## config.mk

```make
export PLATFORM = sky130hd
export DESIGN_NAME = decode
export DESIGN_NICKNAME = d
export VERILOG_FILES = /design/src/rtl/decode_pkg.sv /design/src/rtl/decode_imm.sv /design/src/rtl/decode.sv
export SDC_FILE = /design/constraint.sdc
export NUM_CORES = 1
export LEC_CHECK = 0
export BUFFER_PORTS_ARGS = -buffer_cell sky130_fd_sc_hd__buf_4
export CORE_ASPECT_RATIO = 1.4
export CORE_MARGIN = 10
export CORE_UTILIZATION = 45
export CTS_CLUSTER_DIAMETER = 200
export DETAILED_ROUTE_END_ITERATION = 16
export GPL_TIMING_DRIVEN = 0
export PLACE_DENSITY = 0.8
export REMOVE_ABC_BUFFERS = 1
export SYNTH_ARGS = -nofsm -noshare
export SYNTH_HDL_FRONTEND = slang
export SYNTH_SLANG_ARGS = --single-unit
```

## constraint.sdc

```tcl
create_clock -name clk_i -period 6 [get_ports clk_i]
set_input_delay 1.2 -clock clk_i [delete_from_list [all_inputs] [get_ports clk_i]]
set_output_delay 1.2 -clock clk_i [all_outputs]
set_load 0.1 [all_outputs]
```

## src/rtl/decode_pkg.sv

```systemverilog
// Shared RV32I decode definitions for the ECAP5-DPROC pipeline:
// opcodes, funct3 codes, ALU source selectors and the decode->execute bundle.
package ecap5_dproc_pkg;

    localparam logic [6:0] OPCODE_LUI    = 7'b0110111;
    localparam logic [6:0] OPCODE_AUIPC  = 7'b0010111;
    localparam logic [6:0] OPCODE_JAL    = 7'b1101111;
    localparam logic [6:0] OPCODE_JALR   = 7'b1100111;
    localparam logic [6:0] OPCODE_BRANCH = 7'b1100011;
    localparam logic [6:0] OPCODE_LOAD   = 7'b0000011;
    localparam logic [6:0] OPCODE_STORE  = 7'b0100011;
    localparam logic [6:0] OPCODE_OP_IMM = 7'b0010011;
    localparam logic [6:0] OPCODE_OP     = 7'b0110011;

    localparam logic [2:0] FUNCT3_ADD  = 3'b000;
    localparam logic [2:0] FUNCT3_SLL  = 3'b001;
    localparam logic [2:0] FUNCT3_SR   = 3'b101;
    localparam logic [2:0] FUNCT3_W    = 3'b010;
    localparam logic [2:0] FUNCT3_LBU  = 3'b100;
    localparam logic [2:0] FUNCT3_LHU  = 3'b101;
    localparam logic [2:0] FUNCT3_BR2  = 3'b010;
    localparam logic [2:0] FUNCT3_BR3  = 3'b011;

    localparam logic [6:0] FUNCT7_BASE = 7'b0000000;
    localparam logic [6:0] FUNCT7_ALT  = 7'b0100000;

    typedef enum logic [1:0] {
        SRC1_RS1  = 2'd0,
        SRC1_PC   = 2'd1,
        SRC1_ZERO = 2'd2
    } src1_t;

    typedef enum logic [1:0] {
        SRC2_RS2  = 2'd0,
        SRC2_IMM  = 2'd1,
        SRC2_FOUR = 2'd2
    } src2_t;

    typedef struct packed {
        logic [31:0] pc;
        logic [31:0] rs1_val;
        logic [31:0] rs2_val;
        logic [31:0] imm;
        logic [2:0]  alu_op;
        logic        alu_alt;
        src1_t       src1;
        src2_t       src2;
        logic        branch;
        logic        jump;
        logic        jalr;
        logic        mem_read;
        logic        mem_write;
        logic        reg_write;
        logic [4:0]  reg_addr;
        logic        illegal;
    } id_ex_t;

endpackage

```

## src/rtl/decode_imm.sv

```systemverilog
// Immediate extraction: selects the I/S/B/U/J layout from the opcode
// and sign-extends to 32 bits; formats without an immediate yield zero.
module decode_imm
    import ecap5_dproc_pkg::*;
(
    input  logic [31:0] instr_i,
    output logic [31:0] imm_o
);

    logic [31:0] w_imm_i;
    logic [31:0] w_imm_s;
    logic [31:0] w_imm_b;
    logic [31:0] w_imm_u;
    logic [31:0] w_imm_j;

    assign w_imm_i = {{20{instr_i[31]}}, instr_i[31:20]};
    assign w_imm_s = {{20{instr_i[31]}}, instr_i[31:25], instr_i[11:7]};
    assign w_imm_b = {{19{instr_i[31]}}, instr_i[31], instr_i[7],
                      instr_i[30:25], instr_i[11:8], 1'b0};
    assign w_imm_u = {instr_i[31:12], 12'b0};
    assign w_imm_j = {{11{instr_i[31]}}, instr_i[31], instr_i[19:12],
                      instr_i[20], instr_i[30:21], 1'b0};

    always_comb begin
        imm_o = 32'b0;
        case (instr_i[6:0])
            OPCODE_JALR,
            OPCODE_LOAD,
            OPCODE_OP_IMM: imm_o = w_imm_i;
            OPCODE_STORE:  imm_o = w_imm_s;
            OPCODE_BRANCH: imm_o = w_imm_b;
            OPCODE_LUI,
            OPCODE_AUIPC:  imm_o = w_imm_u;
            OPCODE_JAL:    imm_o = w_imm_j;
            default:       imm_o = 32'b0;
        endcase
    end

endmodule

```

## src/rtl/decode.sv

```systemverilog
// RV32I decode stage: control decode, operand read and one pipeline register.
// Define DECODE_BYPASS_EN to forward same-cycle writeback data into rs1/rs2.
module decode
    import ecap5_dproc_pkg::*;
#(
    parameter logic [31:0] RESET_PC = 32'h0000_0000
)(
    input  logic        clk_i,
    input  logic        rst_i,
    input  logic        flush_i,
    input  logic        input_valid_i,
    output logic        input_ready_o,
    input  logic [31:0] instr_i,
    input  logic [31:0] pc_i,
    output logic [4:0]  raddr1_o,
    input  logic [31:0] rdata1_i,
    output logic [4:0]  raddr2_o,
    input  logic [31:0] rdata2_i,
    input  logic        wb_write_i,
    input  logic [4:0]  wb_waddr_i,
    input  logic [31:0] wb_wdata_i,
    output logic        output_valid_o,
    input  logic        output_ready_i,
    output logic [31:0] pc_o,
    output logic [31:0] rs1_val_o,
    output logic [31:0] rs2_val_o,
    output logic [31:0] imm_o,
    output logic [2:0]  alu_op_o,
    output logic        alu_alt_o,
    output logic [1:0]  alu_src1_o,
    output logic [1:0]  alu_src2_o,
    output logic        branch_o,
    output logic        jump_o,
    output logic        jalr_o,
    output logic        mem_read_o,
    output logic        mem_write_o,
    output logic        reg_write_o,
    output logic [4:0]  reg_addr_o,
    output logic        illegal_o
);

    logic        r_valid;
    id_ex_t      r_q;
    id_ex_t      w_d;
    logic        w_accept;
    logic [6:0]  w_opcode;
    logic [2:0]  w_funct3;
    logic [6:0]  w_funct7;
    logic [4:0]  w_rd;
    logic [31:0] w_imm;
    logic [31:0] w_rs1;
    logic [31:0] w_rs2;

    assign w_opcode = instr_i[6:0];
    assign w_funct3 = instr_i[14:12];
    assign w_funct7 = instr_i[31:25];
    assign w_rd     = instr_i[11:7];

    assign raddr1_o = instr_i[19:15];
    assign raddr2_o = instr_i[24:20];

    assign input_ready_o = !r_valid || output_ready_i;
    assign w_accept = input_valid_i && input_ready_o && !flush_i;

    decode_imm u_imm (
        .instr_i (instr_i),
        .imm_o   (w_imm)
    );

`ifdef DECODE_BYPASS_EN
    // Register file writes at the clock edge, so a same-cycle read is stale.
    assign w_rs1 = (wb_write_i && wb_waddr_i != 5'd0 && wb_waddr_i == raddr1_o)
                 ? wb_wdata_i : rdata1_i;
    assign w_rs2 = (wb_write_i && wb_waddr_i != 5'd0 && wb_waddr_i == raddr2_o)
                 ? wb_wdata_i : rdata2_i;
`else
    logic w_unused_wb;
    assign w_unused_wb = ^{wb_write_i, wb_waddr_i, wb_wdata_i};
    assign w_rs1 = rdata1_i;
    assign w_rs2 = rdata2_i;
`endif

    always_comb begin
        w_d           = '0;
        w_d.pc        = pc_i;
        w_d.rs1_val   = w_rs1;
        w_d.rs2_val   = w_rs2;
        w_d.imm       = w_imm;
        w_d.alu_op    = w_funct3;
        w_d.src1      = SRC1_RS1;
        w_d.src2      = SRC2_RS2;
        w_d.reg_addr  = w_rd;
        case (w_opcode)
            OPCODE_LUI: begin
                w_d.alu_op    = FUNCT3_ADD;
                w_d.src1      = SRC1_ZERO;
                w_d.src2      = SRC2_IMM;
                w_d.reg_write = 1'b1;
            end
            OPCODE_AUIPC: begin
                w_d.alu_op    = FUNCT3_ADD;
                w_d.src1      = SRC1_PC;
                w_d.src2      = SRC2_IMM;
                w_d.reg_write = 1'b1;
            end
            OPCODE_JAL: begin
                w_d.alu_op    = FUNCT3_ADD;
                w_d.src1      = SRC1_PC;
                w_d.src2      = SRC2_FOUR;
                w_d.jump      = 1'b1;
                w_d.reg_write = 1'b1;
            end
            OPCODE_JALR: begin
                w_d.src1      = SRC1_PC;
                w_d.src2      = SRC2_FOUR;
                w_d.jump      = 1'b1;
                w_d.jalr      = 1'b1;
                w_d.reg_write = 1'b1;
                w_d.illegal   = (w_funct3 != FUNCT3_ADD);
            end
            OPCODE_BRANCH: begin
                w_d.branch  = 1'b1;
                w_d.illegal = (w_funct3 == FUNCT3_BR2) || (w_funct3 == FUNCT3_BR3);
            end
            OPCODE_LOAD: begin
                w_d.src2      = SRC2_IMM;
                w_d.mem_read  = 1'b1;
                w_d.reg_write = 1'b1;
                w_d.illegal   = !((w_funct3 <= FUNCT3_W) ||
                                  (w_funct3 == FUNCT3_LBU) ||
                                  (w_funct3 == FUNCT3_LHU));
            end
            OPCODE_STORE: begin
                w_d.src2      = SRC2_IMM;
                w_d.mem_write = 1'b1;
                w_d.illegal   = (w_funct3 > FUNCT3_W);
            end
            OPCODE_OP_IMM: begin
                w_d.src2      = SRC2_IMM;
                w_d.reg_write = 1'b1;
                if (w_funct3 == FUNCT3_SLL) begin
                    w_d.illegal = (w_funct7 != FUNCT7_BASE);
                end else if (w_funct3 == FUNCT3_SR) begin
                    w_d.alu_alt = w_funct7[5];
                    w_d.illegal = (w_funct7 != FUNCT7_BASE) && (w_funct7 != FUNCT7_ALT);
                end
            end
            OPCODE_OP: begin
                w_d.alu_alt   = w_funct7[5];
                w_d.reg_write = 1'b1;
                w_d.illegal   = !((w_funct7 == FUNCT7_BASE) ||
                                  (w_funct7 == FUNCT7_ALT &&
                                   (w_funct3 == FUNCT3_ADD || w_funct3 == FUNCT3_SR)));
            end
            default: w_d.illegal = 1'b1;
        endcase
        // An illegal instruction must not cause any architectural side effect.
        if (w_d.illegal) begin
            w_d.reg_write = 1'b0;
            w_d.mem_read  = 1'b0;
            w_d.mem_write = 1'b0;
            w_d.branch    = 1'b0;
            w_d.jump      = 1'b0;
            w_d.jalr      = 1'b0;
        end
        if (w_rd == 5'd0) begin
            w_d.reg_write = 1'b0;
        end
    end

    always_ff @(posedge clk_i or posedge rst_i) begin
        if (rst_i) begin
            r_valid <= 1'b0;
            r_q     <= '0;
            r_q.pc  <= RESET_PC;
        end else if (flush_i) begin
            r_valid <= 1'b0;
        end else if (w_accept) begin
            r_valid <= 1'b1;
            r_q     <= w_d;
        end else if (output_ready_i) begin
            r_valid <= 1'b0;
        end
    end

    assign output_valid_o = r_valid;
    assign pc_o           = r_q.pc;
    assign rs1_val_o      = r_q.rs1_val;
    assign rs2_val_o      = r_q.rs2_val;
    assign imm_o          = r_q.imm;
    assign alu_op_o       = r_q.alu_op;
    assign alu_alt_o      = r_q.alu_alt;
    assign alu_src1_o     = r_q.src1;
    assign alu_src2_o     = r_q.src2;
    assign branch_o       = r_q.branch;
    assign jump_o         = r_q.jump;
    assign jalr_o         = r_q.jalr;
    assign mem_read_o     = r_q.mem_read;
    assign mem_write_o    = r_q.mem_write;
    assign reg_write_o    = r_q.reg_write;
    assign reg_addr_o     = r_q.reg_addr;
    assign illegal_o      = r_q.illegal;

endmodule

```

**Word level (Yosys, flattened, before mapping)**

Index checks and enable logic that the tools add are counted.

- Register bits after elaboration: 149
- Bits in latches: 0
- Bits in writable memories: 0
- ROM bits: 0
- Input port bits: 171
- Output and inout port bits: 160
- Logic and storage cells: 85
- Memories kept: 0

- Add/subtract/negate cells: 0
- Multiply operators: 0
- Divide/modulo/power cells: 0
- $lt $le $gt $ge: 2
- Eq/ne operators: 16
- Shift operators: 0
- Muxes and demuxes: 21
- Bitwise logic cells: 1
- Reduce and logical (&&, ||, !) cells: 28

Operators by type and width:

| kind | count |
|---|---|
| 32-bit one-hot mux with 5 select lines | 1 |
| 7-bit by 6-bit equality test with 1-bit output (second input constant) | 4 |
| 7-bit equality test (second input constant) | 3 |
| 7-bit by 5-bit equality test with 1-bit output (second input constant) | 2 |
| 1-bit two-way mux | 14 |
| 3-bit OR reduction | 3 |
| 2-bit one-hot mux with 2 select lines | 2 |
| 7-bit by 2-bit equality test with 1-bit output (second input constant) | 1 |
| 7-bit zero test | 1 |
| 7-bit by 6-bit inequality test with 1-bit output (second input constant) | 1 |
| 1-bit one-hot mux with 7 select lines | 1 |
| 7-bit nonzero test | 1 |
| 7-bit OR reduction | 1 |
| 3-bit by 2-bit equality test with 1-bit output (second input constant) | 2 |
| 3-bit equality test (second input constant) | 2 |
| 1-bit logical OR | 6 |
| 6-bit two-way mux | 1 |
| 3-bit nonzero test | 2 |
| 5-bit zero test | 1 |
| 5-bit OR reduction | 1 |
| 1-bit logical AND | 4 |
| 1-bit zero test | 4 |
| 2-bit OR reduction | 2 |
| 3-bit by 1-bit equality test with 1-bit output (second input constant) | 1 |
| other kinds (7) | 7 |

**Depth between registers and ports, before layout**

- Depth in word-level cells: 8
- Depth in mapped cells: 7
- Gate-level depth less buffers: 5

**Modules after synthesis**

From an unflattened synthesis, not the netlist that was laid out.

- Cell total of the unflattened synthesis: 748
- Area, all modules: 6551.3 sq um

Modules (own cells, without submodules):

| module | instances | cells an instance | area an instance (sq um) | sequential area each (sq um) |
|---|---|---|---|---|
| decode | 1 | 675 | 5969.5 | 3728.6 |
| decode_imm | 1 | 73 | 581.8 | 0.0 |

**Worst setup path after synthesis**

No wires, ideal clock.

- Kind: input -> output
- From: input output_ready_i
- To: output input_ready_o
- Arrival time: 1867 ps
- Required time: 4800 ps
- Slack: 2933 ps
- Stages on the path: 2
- Buffers on the path: 0
- Cells stage by stage: nor2b_1 inv_1

- Cells in the longest elaborated chain, start to end: 1

Ends and longest elaborated chain:

| what | RTL line | RTL |
|---|---|---|
| start, declared | decode.sv:23 | `input logic output_ready_i,` |
| 1-bit logical OR | decode.sv:62 | `assign input_ready_o = !r_valid \|\| output_ready_i;` |
| end, declared | decode.sv:12 | `output logic input_ready_o,` |

Every way passes these cells.

**Final worst setup path**

Same ends and word-level chain as after synthesis.

==> out/metrics.yaml <==
critical_path:
  worst-path-buf-inv: 3
  crit-reg2reg-launch: "output_valid_o"
  cp_slowest_cell: "nor2b_1"
  reg2regPathDepth: 9
  crit_path_end_kind: "primary output"
  crit_end: "input_ready_o"
  setup.worst_path.start: "output_ready_i"
  crit_path_max_incr_delay_ps: 250
  critical_path_class: "in -> out"
  cp.required_ps: 4800
  cp_common_cell: "buf_4"
  cp-start-kind: "input port"
  path_cells: "buf_4 -> nor2b_1 -> inv_1 -> buf_4"
  critPathMaxFanout: 3
  r2r_slack_ps: 3560
  path_delay_family: "buffers and inverters"
  path_depth: 4
  crit_arrival_ps: 1920
  reg2reg_to: "rs2_val_o[1]"
clock_network:
  numCtsBuffers: 17
  cts_tree: "done"
  cts.sinks: 149
  path_clk_slew_ps: 70
  insertion_delay_ps: 410
  cts-resized-gates: 0
  cts-root-buf: "clkbuf_16"
  clockBufferDepth: 2
  htree_levels: 4
  cts-hold-fix-buffers: 0
  cts_post_setup_buffers_inserted: 0
drt:
  vias: 5861
  first_pass_iters: 4
  drt_iter0_drc: 413
  avgRoutedWirePerCell_um: 17.7
  antenna_left: 0
  drc_errors: 0
  viasPerCell: 5.00
  routed_wirelength_um: 20800
timing:
  finalHoldViolCount: 0
  fin_crit_sh: 0.521
  max_freq_ghz: 0.320
  rsz0062_at_grt: "no"
  layout_setup_ws_ps: 2880
  skew_ps: 8.19
  worstMarginPinSlew_ps: 873
  setup_viol: 0
  slew_headroom: 0.415
  drv_slew: 0
  min_period_ps: 3120
die:
  std_cell_rows: 51
  dieArea_mm2: 0.0192
  core_area_mm2: 0.0138
  start_util: 0.455
  die_h_um: 160
  io_pins: 331
  die-width_um: 120
synth:
  ys_warn_count: 0
  ys_seq_area_frac: 0.592
  synth_top_area_share: 0.592
  ys_ff_latch: 149
  netlist_top_cells_area: "dfrtp_1 (59%), nand2_1 (20%), nor2_1 (2.1%)"
  syn_area_mm2: 0.00629
  async_reset_ff_frac: 1.00
  synth_top_cell_by_area: "dfrtp_1"
  syn-mean-instance-area_um2: 8.98
  synth_ff_type: "dfrtp_1"
  yosysUniqueCellTypes: 47
  synth_edf_count: 0
  postSynthCellCount: 701
flow_run:
  drv_cap: 0
final_layout:
  antennaDiodeCount: 0
  mostFrequentLayoutCell: "nand2_1"
  drive_above_1_share: 0.349
  fin_util: 0.677
  area_growth_pct: 48.9
  layout_common_cells: "nand2_1 (333), buf_4 (292), dfrtp_1 (149), nor2_1 (35), clkbuf_16 (17)"
  fillerInstances: 1099
  nNetsFinal: 1146
global_route:
  grt_max_degree: 83
  grt_use_total: 0.212
  grt_pass1_wl_um: 32500
  grt-ovfl-total: 0
  antenna_found_initial: 0
  grt_pass1_vias: 5985
power:
  totalPowerFinal_mw: 3.91
  p_leak_nw: 5.00
  ir_worst_vdd_v: 0.000233
  power_density_mw_per_mm2: 417
placed_design:
  placement.io_buffers: 292
  gp_congestion: 0.830
  dp_slack_ps: 2760
  dp.final_hpwl_um: 16000
run_status:
  outcome: "finished, final reports clean"
min_path:
  hp-class: "reg -> reg"
  worstHoldStart: "alu_op_o[1]"
  hold_path_depth: 2
[registers in the layout, indices dropped and copies added (netlist names)]
name	flops
imm_o	32
pc_o	32
rs1_val_o	32
rs2_val_o	32
reg_addr_o	5
alu_op_o	3
alu_src1_o	2
alu_src2_o	2
alu_alt_o	1
branch_o	1
illegal_o	1
jalr_o	1
jump_o	1
mem_read_o	1
mem_write_o	1
output_valid_o	1
reg_write_o	1
[tightest hold or removal path, delay by kind of cell, from the launching register on]
| kind | cells | cell delay, ps |
|---|---|---|
| flops | 1 | 340 |
| simple gates | 2 | 100 |
[worst min path at each step]
stage	to	slack, ps
2_1_floorplan	alu_op_o[0]	970
3_3_place_gp	alu_op_o[2]	450
3_5_place_dp	alu_op_o[1]	460
4_1_cts	alu_op_o[1]	470
5_1_grt	rs1_val_o[29]	490
6_report	alu_op_o[1]	470
[logic make-up after synthesis]
family	synth area share
AO/OA/AOI/OAI	0.0920
buffers and inverters	0.0503
AND/OR/NAND/NOR	0.264
flip-flops	0.592
multiplexers	0.00179
[synthesized netlist by cell type, types with 3 or more instances]
cell        n
inv_1      15
a22o_1      8
nand3b_1    4
a21oi_1     3
a31oi_1    14
nor2_1     35
clkbuf_1   32
buf_4      10
o21ai_0     7
dfrtp_1   149
and2_1      3
nand3_1     4
a221oi_1    5
o221ai_1    8
o31ai_1     3
nand2b_1    7
buf_2      10
o21a_1      8
nand2_1   333
a32o_1      4
nor3_1      3
nor3b_1     3
[cell type report]
cell class              count  area, µm²  share of cell area
flip-flops and latches    149       3730               0.398
multi-input cells         483       2260               0.241
clock inverters            13        198              0.0211
inverters                  15       61.3             0.00654
well taps                 185        231              0.0247
clock buffers              18        429              0.0458
repair buffers            309       2470               0.263
[stage by stage]
step	instance area, µm²	setup TNS (ps)	hold WS [ps]	std cells
floorplan	6030	-513430	969	647
CTS	9380	0	473	1172
detailed placement	8750	0	459	1141
global route	9380	0	492	1172
finish	9380	0	472	1172
global placement	8460	-1288700	452	1124
[routing by layer]
layer,part of all wire,up-vias,track usage
li1,-,2807,-
met1,0.37,2780,0.233
met2,0.51,236,0.368
met3,0.086,38,0.0759
met4,0.025,0,0.0754
met5,0,-,0
[power by group]
group	total [mW]	internal, mW	switching [mW]	leakage, nW
Sequential	1.20	1.13	0.0690	1.86
Combinational	1.56	0.312	1.25	2.84
Clock	1.15	0.704	0.448	0.301
Total	3.91	2.15	1.76	5.00
(Power assumes the default switching activity.)
